## config.mk

```make
export PLATFORM = sky130hd
export DESIGN_NAME = alu_issue_flat
export DESIGN_NICKNAME = d
export VERILOG_FILES = /design/src/rtl/alu_issue_if.sv /design/src/rtl/alu_issue.sv /design/src/flat_wrapper.sv
export SDC_FILE = /design/constraint.sdc
export NUM_CORES = 1
export LEC_CHECK = 0
export ABC_CLOCK_PERIOD_IN_PS = 2800
export CAP_MARGIN = 20
export CORE_UTILIZATION = 51
export DETAILED_ROUTE_END_ITERATION = 6
export GPL_TIMING_DRIVEN = 1
export PLACE_DENSITY_LB_ADDON = 0.1
export SLEW_MARGIN = 20
export SYNTH_ARGS = -nofsm -noshare
export SYNTH_HDL_FRONTEND = slang
export SYNTH_SLANG_ARGS = --single-unit
```

## constraint.sdc

```tcl
create_clock -name clk -period 2.8 [get_ports clk]
set_input_delay 0.7 -clock clk [delete_from_list [all_inputs] [get_ports clk]]
set_output_delay 0.7 -clock clk [all_outputs]
set_load 0.005 [all_outputs]
```

## src/rtl/alu_issue_if.sv

```systemverilog
// alu_issue_if: instruction valid/ready channel into the issue stage
interface alu_issue_if #(parameter int OPCODE_SIZE = 4, parameter int REG_AW = 2);
  logic                   valid;
  logic                   ready;
  logic [OPCODE_SIZE-1:0] op;
  logic [REG_AW-1:0]      rd;
  logic [REG_AW-1:0]      rs1;
  logic [REG_AW-1:0]      rs2;
  logic                   use_carry;
  modport master(output valid, op, rd, rs1, rs2, use_carry, input ready);
  modport slave(input valid, op, rd, rs1, rs2, use_carry, output ready);
endinterface

```

## src/rtl/alu_issue.sv

```systemverilog
// alu_issue: issue/writeback stage wrapping a one-cycle registered ALU,
// with a small register file, carry flag and divide-by-zero/illegal traps.
module alu_issue #(
  parameter int BITS        = 8,
  parameter int OPCODE_SIZE = 4,
  parameter int REG_AW      = 2
) (
  input  logic                   clk,
  input  logic                   rst,
  alu_issue_if.slave             instr,
  input  logic                   ld_en_i,
  input  logic [REG_AW-1:0]      ld_addr_i,
  input  logic [BITS-1:0]        ld_data_i,
  input  logic [REG_AW-1:0]      dbg_addr_i,
  output logic [BITS-1:0]        dbg_data_o,
  output logic [BITS-1:0]        alu_a_o,
  output logic [BITS-1:0]        alu_b_o,
  output logic [OPCODE_SIZE-1:0] alu_op_o,
  output logic                   alu_cin_o,
  input  logic [BITS-1:0]        alu_sum_i,
  input  logic                   alu_cout_i,
  output logic                   done_o,
  output logic [BITS-1:0]        done_data_o,
  output logic                   carry_flag_o,
  output logic                   div_zero_o,
  output logic                   illegal_o
);
  localparam int NREG = 1 << REG_AW;
  typedef enum logic [1:0] {IDLE, DRIVE, CAPTURE, TRAP} state_t;
  state_t            state_q, state_d;
  logic [BITS-1:0]   regs_q [NREG];
  logic [REG_AW-1:0] rd_q;
  logic              dz_q, ill_q;
  logic              hs, dz, ill, trap;
  assign instr.ready = state_q == IDLE;
  assign hs          = instr.valid && state_q == IDLE;
  assign ill         = instr.op == '0 || instr.op > OPCODE_SIZE'(12);
  assign dz          = instr.op == OPCODE_SIZE'(4) && regs_q[instr.rs2] == '0;
  assign trap        = ill || dz;
  assign dbg_data_o  = regs_q[dbg_addr_i];
  always_comb begin
    state_d = state_q == IDLE  ? (hs ? (trap ? TRAP : DRIVE) : IDLE) :
              state_q == DRIVE ? CAPTURE : IDLE;
  end
  always_ff @(posedge clk or posedge rst) begin
    if (rst) begin
      state_q      <= IDLE;
      rd_q         <= '0;
      dz_q         <= 1'b0;
      ill_q        <= 1'b0;
      alu_a_o      <= '0;
      alu_b_o      <= '0;
      alu_op_o     <= '0;
      alu_cin_o    <= 1'b0;
      done_o       <= 1'b0;
      done_data_o  <= '0;
      carry_flag_o <= 1'b0;
      div_zero_o   <= 1'b0;
      illegal_o    <= 1'b0;
      for (int i = 0; i < NREG; i++) regs_q[i] <= '0;
    end else begin
      state_q    <= state_d;
      done_o     <= state_q == CAPTURE || state_q == TRAP;
      div_zero_o <= state_q == TRAP && dz_q;
      illegal_o  <= state_q == TRAP && ill_q;
      if (hs) begin
        rd_q  <= instr.rd;
        dz_q  <= dz;
        ill_q <= ill;
      end
      if (hs && !trap) begin
        alu_a_o   <= regs_q[instr.rs1];
        alu_b_o   <= regs_q[instr.rs2];
        alu_op_o  <= instr.op;
        alu_cin_o <= instr.use_carry & carry_flag_o;
      end
      if (state_q == CAPTURE) begin
        carry_flag_o <= alu_cout_i;
        done_data_o  <= alu_sum_i;
      end
      if (state_q == TRAP) done_data_o <= '0;
      // ALU writeback takes priority over an external load to the same register
      for (int i = 0; i < NREG; i++)
        if (state_q == CAPTURE && rd_q == REG_AW'(i)) regs_q[i] <= alu_sum_i;
        else if (ld_en_i && ld_addr_i == REG_AW'(i)) regs_q[i] <= ld_data_i;
    end
  end
endmodule
```

## src/flat_wrapper.sv

```systemverilog
// flat-port wrapper written by rule: the top's interface ports become plain ports
module alu_issue_flat 
#(
  parameter int BITS        = 8,
  parameter int OPCODE_SIZE = 4,
  parameter int REG_AW      = 2
)
  (clk, rst, ld_en_i, ld_addr_i, ld_data_i, dbg_addr_i, dbg_data_o, alu_a_o, alu_b_o, alu_op_o, alu_cin_o, alu_sum_i, alu_cout_i, done_o, done_data_o, carry_flag_o, div_zero_o, illegal_o, instr_valid, instr_op, instr_rd, instr_rs1, instr_rs2, instr_use_carry, instr_ready);
  alu_issue_if #(.OPCODE_SIZE(OPCODE_SIZE), .REG_AW(REG_AW)) instr_i ();
  input  logic clk;
  input  logic rst;
  input  logic ld_en_i;
  input  logic [REG_AW-1:0] ld_addr_i;
  input  logic [BITS-1:0] ld_data_i;
  input  logic [REG_AW-1:0] dbg_addr_i;
  output logic [BITS-1:0] dbg_data_o;
  output logic [BITS-1:0] alu_a_o;
  output logic [BITS-1:0] alu_b_o;
  output logic [OPCODE_SIZE-1:0] alu_op_o;
  output logic alu_cin_o;
  input  logic [BITS-1:0] alu_sum_i;
  input  logic alu_cout_i;
  output logic done_o;
  output logic [BITS-1:0] done_data_o;
  output logic carry_flag_o;
  output logic div_zero_o;
  output logic illegal_o;
  input wire logic [$bits(instr_i.valid)-1:0] instr_valid;
  input wire logic [$bits(instr_i.op)-1:0] instr_op;
  input wire logic [$bits(instr_i.rd)-1:0] instr_rd;
  input wire logic [$bits(instr_i.rs1)-1:0] instr_rs1;
  input wire logic [$bits(instr_i.rs2)-1:0] instr_rs2;
  input wire logic [$bits(instr_i.use_carry)-1:0] instr_use_carry;
  output wire logic [$bits(instr_i.ready)-1:0] instr_ready;
  assign instr_i.valid = instr_valid;
  assign instr_i.op = instr_op;
  assign instr_i.rd = instr_rd;
  assign instr_i.rs1 = instr_rs1;
  assign instr_i.rs2 = instr_rs2;
  assign instr_i.use_carry = instr_use_carry;
  assign instr_ready = instr_i.ready;
  alu_issue #(.BITS(BITS), .OPCODE_SIZE(OPCODE_SIZE), .REG_AW(REG_AW)) u_core (.clk(clk), .rst(rst), .instr(instr_i), .ld_en_i(ld_en_i), .ld_addr_i(ld_addr_i), .ld_data_i(ld_data_i), .dbg_addr_i(dbg_addr_i), .dbg_data_o(dbg_data_o), .alu_a_o(alu_a_o), .alu_b_o(alu_b_o), .alu_op_o(alu_op_o), .alu_cin_o(alu_cin_o), .alu_sum_i(alu_sum_i), .alu_cout_i(alu_cout_i), .done_o(done_o), .done_data_o(done_data_o), .carry_flag_o(carry_flag_o), .div_zero_o(div_zero_o), .illegal_o(illegal_o));
endmodule
```

==> flow_metrics.tcl <==
set metrics [dict create \
    status "completed" \
    grt_max_degree 50 \
    fin_skew_ps 8.80 \
    setup_viol 0 \
    rsz0062_at_grt "no" \
    ctsLongestPathBuffers 2 \
    hp-class "reg -> reg" \
    avgSynthCellArea_um2 11.6 \
    synth_edf_count 0 \
    post-route-drc-count 0 \
    antenna_cells 0 \
    muxShareOfSynthArea_pct 29.0 \
    critPathMaxFanout 18 \
    grt_pass1_wl_mm 13.9 \
    r2r_end "u_core.alu_a_o[0]$_DFFE_PP0P_" \
    start_kind "input port" \
    required_ps 3040 \
    hold_end "u_core.dz_q$_DFFE_PP0P_" \
    hpwlAfterDp_mm 6.22 \
    grt_util_all_layers_pct 25.2 \
    dp_cells 487 \
    syn-cell-area_mm2 0.00368 \
    hold_depth 2 \
    fin_crit_ps 2660 \
    cts_sinks 71 \
    fp.dieH_um 87.0 \
    regToRegStartpoint "u_core.regs_q[7]$_DFFE_PP0P_" \
    grt_antenna_before_repair 0 \
    clkTransAtPathRegs_ps 70 \
    drtAntennaViolNets 0 \
    grt_pass1_vias 2707 \
    layout.nets 438 \
    gp_congestion 0.791 \
    tightest_slew_ps 704 \
    clk_latency_ps 350 \
    synth_ff_type "dfrtp_1" \
    finalCritPeriodShare_pct 94.9 \
    synthXorXnorAreaFrac_pct 0 \
    synth-simple-area-share_pct 10.8 \
    htree_levels 3 \
    synth_top_family_by_area "multiplexers" \
    peakVddDrop_v 0.000433 \
    cts_buffers 9 \
    endpoint_kind "flip-flop" \
    port_buffers 77 \
    max_freq_ghz 0.376 \
    slew_violations 0 \
    initial_core_util_pct 53.6 \
    synthArstFlopShare_pct 100 \
    finalHoldViolCount 0 \
    die_w_um 87.0 \
    core_mm2 0.00687 \
    routed_wl_mm 8.51 \
    synth_fp_nets 352 \
    drt_iter0_markers 184 \
    grt.overflow.total 0 \
    synth_compound_area_share_pct 7.48 \
    wire_per_inst_um 16.9 \
    crit_arrival_ps 2900 \
    ff2ff_setup_slack_ps 740 \
    postSynthCellCount 316 \
    reg2reg_depth 5 \
    first_pass_iters 4 \
    relSlewSlack_pct 52.9 \
    cts_setup_buffers 0 \
    powerDensity_mw_per_mm2 896 \
    io_pins 78 \
    synth_top_cell_by_area "dfrtp_1" \
    cap_violations 0 \
    synth-seq-area-share_pct 48.3 \
    hold_start "u_core.dz_q$_DFFE_PP0P_" \
    synthAdderAreaFrac_pct 0 \
    tritoncts "yes" \
    area_delta_synth_final_pct 31.1 \
    synthDistinctLibCells 27 \
    synth_area_leaders "dfrtp_1 48%, mux4_2 12%, mux2i_1 9.0%" \
    drive_gt1_share_pct 17.0 \
    worst-setup-path-type "in -> reg" \
    synth_top_area_share_pct 48.3 \
    synth_warnings 0 \
    avgViaCountPerCell 5.50 \
    power_leakage_nw 2.16 \
    rows 30 \
    synth_seq_cells 71 \
    fin_cells 503 \
    vias 2766 \
    root_buffer "clkbuf_8" \
    die_area_mm2 0.00756 \
    final_core_util_pct 70.3 \
]
## cell usage after synthesis, types with 2 or more instances
library cell  count
buf_6             3
mux4_1            5
clkbuf_1         10
nand2_1          53
nand3_1           4
a21oi_1           9
o21ai_0          42
mux2i_1          33
mux4_2           19
dfrtp_1          71
buf_1             6
and3_1            3
nor2b_1           2
nand3b_1          2
nor2_1           11
nor3b_1           3
inv_1            19
mux2_4           11
nand2b_1          2
## report_power, final
part / switching [mW] / internal [mW]
Clock: 0.389 / 0.366
Sequential: 0.405 / 1.48
Combinational: 0.595 / 1.09
Total: 1.39 / 2.94
## how the worst max path moves through the flow
stage,start,end,slack [ps],cells past startpoint
6_report,instr_rs2[0],u_core.alu_a_o[0]$_DFFE_PP0P_,140,7
5_1_grt,instr_rs2[0],u_core.alu_a_o[0]$_DFFE_PP0P_,90,7
4_1_cts,dbg_addr_i[1],dbg_data_o[3],0.6,4
3_5_place_dp,instr_rs2[0],u_core.alu_op_o[3]$_DFFE_PP0P_,-260,7
3_3_place_gp,dbg_addr_i[0],dbg_data_o[2],-260,4
2_1_floorplan,rst,u_core.alu_a_o[0]$_DFFE_PP0P_,300,1
## worst max-delay path, cell delays in order
cell and delay, ps:
clkdlybuf4s50_1 500, buf_12 140, mux4_2 540, nor4_4 340, a31oi_2 170, buf_12 190
mux2_4 290
## routing by layer
metal	vias up	track usage, %	share of wire (%)
met2	105	39.4	46
met5	-	0	0
met3	19	5.12	6.1
met1	1346	35.4	46
met4	0	8.64	1.6
li1	1296	-	-
## layout make-up
| class | instances | area (um2) |
|---|---|---|
| clock buffers | 11 | 151 |
| clock inverters | 5 | 32.5 |
| fillers | 521 | 2040 |
| inverters | 19 | 71.3 |
| multi-input cells | 207 | 1740 |
| flip-flops and latches | 71 | 1780 |
| well taps | 96 | 120 |
| repair buffers | 94 | 936 |
## logic make-up (layout without fill, tap and decap cells)
kind of cell,count (synthesis),after routing
buffers and inverters,38,129
multiplexers,69,69
flip-flops,71,71
AND/OR/NAND/NOR,85,85
AO/OA/AOI/OAI,53,53
## flip-flops by register name, indices dropped and copies added, names as in the netlist
name,flops
u_core.alu_a_o,8
u_core.alu_b_o,8
u_core.alu_cin_o,1
u_core.alu_op_o,4
u_core.carry_flag_o,1
u_core.div_zero_o,1
u_core.done_data_o,8
u_core.done_o,1
u_core.dz_q,1
u_core.ill_q,1
u_core.illegal_o,1
u_core.rd_q,2
u_core.regs_q,32
u_core.state_q,2
## stage by stage
step           setup TNS, ps  power (mW)  area (um2)  hold WS [ps]  setup slack [ps]
6_report                   0        4.33        4830           485               142
5_1_grt                    0        4.61        4830           522              91.0
4_1_cts                    0        4.35        4820           489             0.579
3_5_place_dp           -5400        3.63        4640           472              -257
3_3_place_gp           -4660        3.57        4640           466              -256
2_1_floorplan              0        2.73        3680           443               303
## placed cells by master, fill, tap and decap left out, drive strengths merged
cell type / instances
clkbuf: 11
o21ai: 42
nand3: 4
nand3b: 2
clkinvlp: 3
dlygate4sd2: 8
buf: 17
a21oi: 9
nand2: 53
dfrtp: 71
or4: 1
dlymetal6s2s: 1
mux4: 24
mux2i: 33
nor3b: 3
o211ai: 1
nor2: 11
nor4: 2
and3: 3
mux2: 12
clkdlybuf4s50: 68
inv: 19
clkinv: 2
a31oi: 1
nand2b: 2
nor2b: 2
nor3: 2
## timing repair
item,in CTS,in global routing
hold buffers,0,0
gates resized for setup,10,1
setup endpoints to repair,8,1
gates cloned,0,0
Power figures use the tool's default switching activity.
==> variant: new RTL, same settings <==
Re-encode `state_t` (4 states) as Gray code, 2 bits wide.
--- a/src/rtl/alu_issue.sv
+++ b/src/rtl/alu_issue.sv
@@ -26,7 +26,7 @@
   output logic                   illegal_o
 );
   localparam int NREG = 1 << REG_AW;
-  typedef enum logic [1:0] {IDLE, DRIVE, CAPTURE, TRAP} state_t;
+  typedef enum logic [1:0] {IDLE = 2'b00, DRIVE = 2'b01, CAPTURE = 2'b11, TRAP = 2'b10} state_t;
   state_t            state_q, state_d;
   logic [BITS-1:0]   regs_q [NREG];
   logic [REG_AW-1:0] rd_q;
Behaviour: same outputs for any inputs over 4 cycles, from zero or initial values and one cycle with rst high; so few cycles prove little.
==> variant against the original RTL <==
- sequential cell count unchanged
- first-iteration DRC count up 8.7%
- wire length up 8.4%
- design area up 0.10%
- worst setup slack worse by 29 ps
- maximum frequency down 1.1%
- highest routed layer unchanged
- synthesized area down 0.61%
- total power up 5.0%
- critical endpoint is now u_core.alu_op_o[2]
==> variant: results (changes against the original RTL) <==
Setup path
  – Slowest CP cell: clkdlybuf4s50_1
  – WP data arrival: 2920 ps (+20 ps)
  – Slowest stage delay, CP: 510 ps (-30 ps)
  – R2R Path Start: u_core.state_q[0]
  – Critical path peak fanout: 22 (+4)

Yosys
  – Ranking of synthesized cells by area: dfrtp_1, mux4_2, mux2i_1
  – Yosys warning count: 0 (unchanged)
  – Multiplexer area fraction after synthesis: 28.8% (-0.13 points)
  – Net Count, Synth: 349 (-0.85%)
  – Commonest cells post-synth: dfrtp_1, mux2i_1, nand2_1, nor2_1, o21ai_0
  – Compound-Gate Fraction of Synth Area: 7.52% (+0.046 points)
  – Syn avg cell area: 11.7 um^2 (+0.34%)

Global routing
  – Vias in the first global route: 2770 (+2.3%)
  – First-pass GRT wire length: 14700 um (+5.3%)
  – Pin count of the biggest net entering global routing: 72 (+44%)
  – GRT Total Usage: 26.9% (+1.7 points)

Cells and area
  – Multi-input gates: 205 (-0.97%)
  – Repair and plain buffers: 97 (+3.2%)
  – Multi-input combinational area share: 35.7% (-0.30 points)
  – Share of layout cells above drive strength 1: 18.4% (+1.5 points)
  – Portion of the layout cell area used by clock cells: 3.42% (-0.39 points)
  – Final-layout fill cell count: 524 (+0.58%)
  – Clock buf count: 10 (-1)
  – Final core utilization: 70.3% (+0.073 points)
  – Data buffer area share: 20.2% (+0.81 points)

Power and ir drop
  – Comb pwr: 1.90 mW (+12%)
  – Pleak: 2.15 nW (-0.41%)
  – Seq. pwr: 1.94 mW (+3%)
  – NetSw: 1.52 mW (+9.5%)
  – Peak supply drop: 0.416 mV (-4.0%)
  – Internal power: 3.02 mW (+2.8%)

Status
  – Status: finished clean

Clock network
  – Post-CTS Resized: 8 (-2)
  – Post-CTS setup buffers: 4 (+4)

Drt
  – Routed vias/inst: 5.53 (+0.51%)
  – First-pass iteration count of the detailed router: 4 (unchanged)
  – Drt first-iter violations: 200 (+8.7%)
  – DR WL/cell: 18.3 um (+8.4%)

Place
  – Placed cell areas: 4640 um^2 (about the same)
  – Post-placement setup slack: -269 ps (-12.6 ps)
  – Post-DP HPWL: 6510 um (+4.7%)
  – Inst Count DP: 483 (-0.82%)
  – Routability cong.: 0.842 (+6.4%)

STA
  – Least-Margin Pin Slew: 728 ps (+23.8 ps)
  – Clk_skew: 6.16 ps (-2.64 ps)
## variant: cell count changes after synthesis, moves of 3 or more
| cell | change |
|---|---|
| mux4_1 | -5 |
| a21oi_1 | +15 |
| nand2_1 | -21 |
| mux4_2 | +5 |
| nor2_1 | +16 |
| o21ai_0 | -17 |
| and3_1 | -3 |
## variant: final timing paths
path,to,slack (ps),cells past startpoint
max,u_core.alu_op_o[2],110,8
max in group asynchronous,u_core.done_data_o[3],1750,3
min reg2reg,u_core.dz_q,490,2
max reg2reg,u_core.alu_a_o[5],620,5
min,u_core.dz_q,490,2
min in group asynchronous,u_core.alu_cin_o,760,3
## variant: logic make-up after synthesis
logic type             count (synthesis)
AND/OR/NAND/NOR                       83
multiplexers                          70
AO/OA/AOI/OAI                         52
buffers and inverters                 37
flip-flops                            71
## variant: layer usage
layer	vias up	GRT usage (%)	part of all wire [%]
li1	1294	-	-
met1	1372	37.1	45
met2	96	43.4	48
met3	18	3.52	4.6
met4	0	11.7	2.2
met5	-	0	0
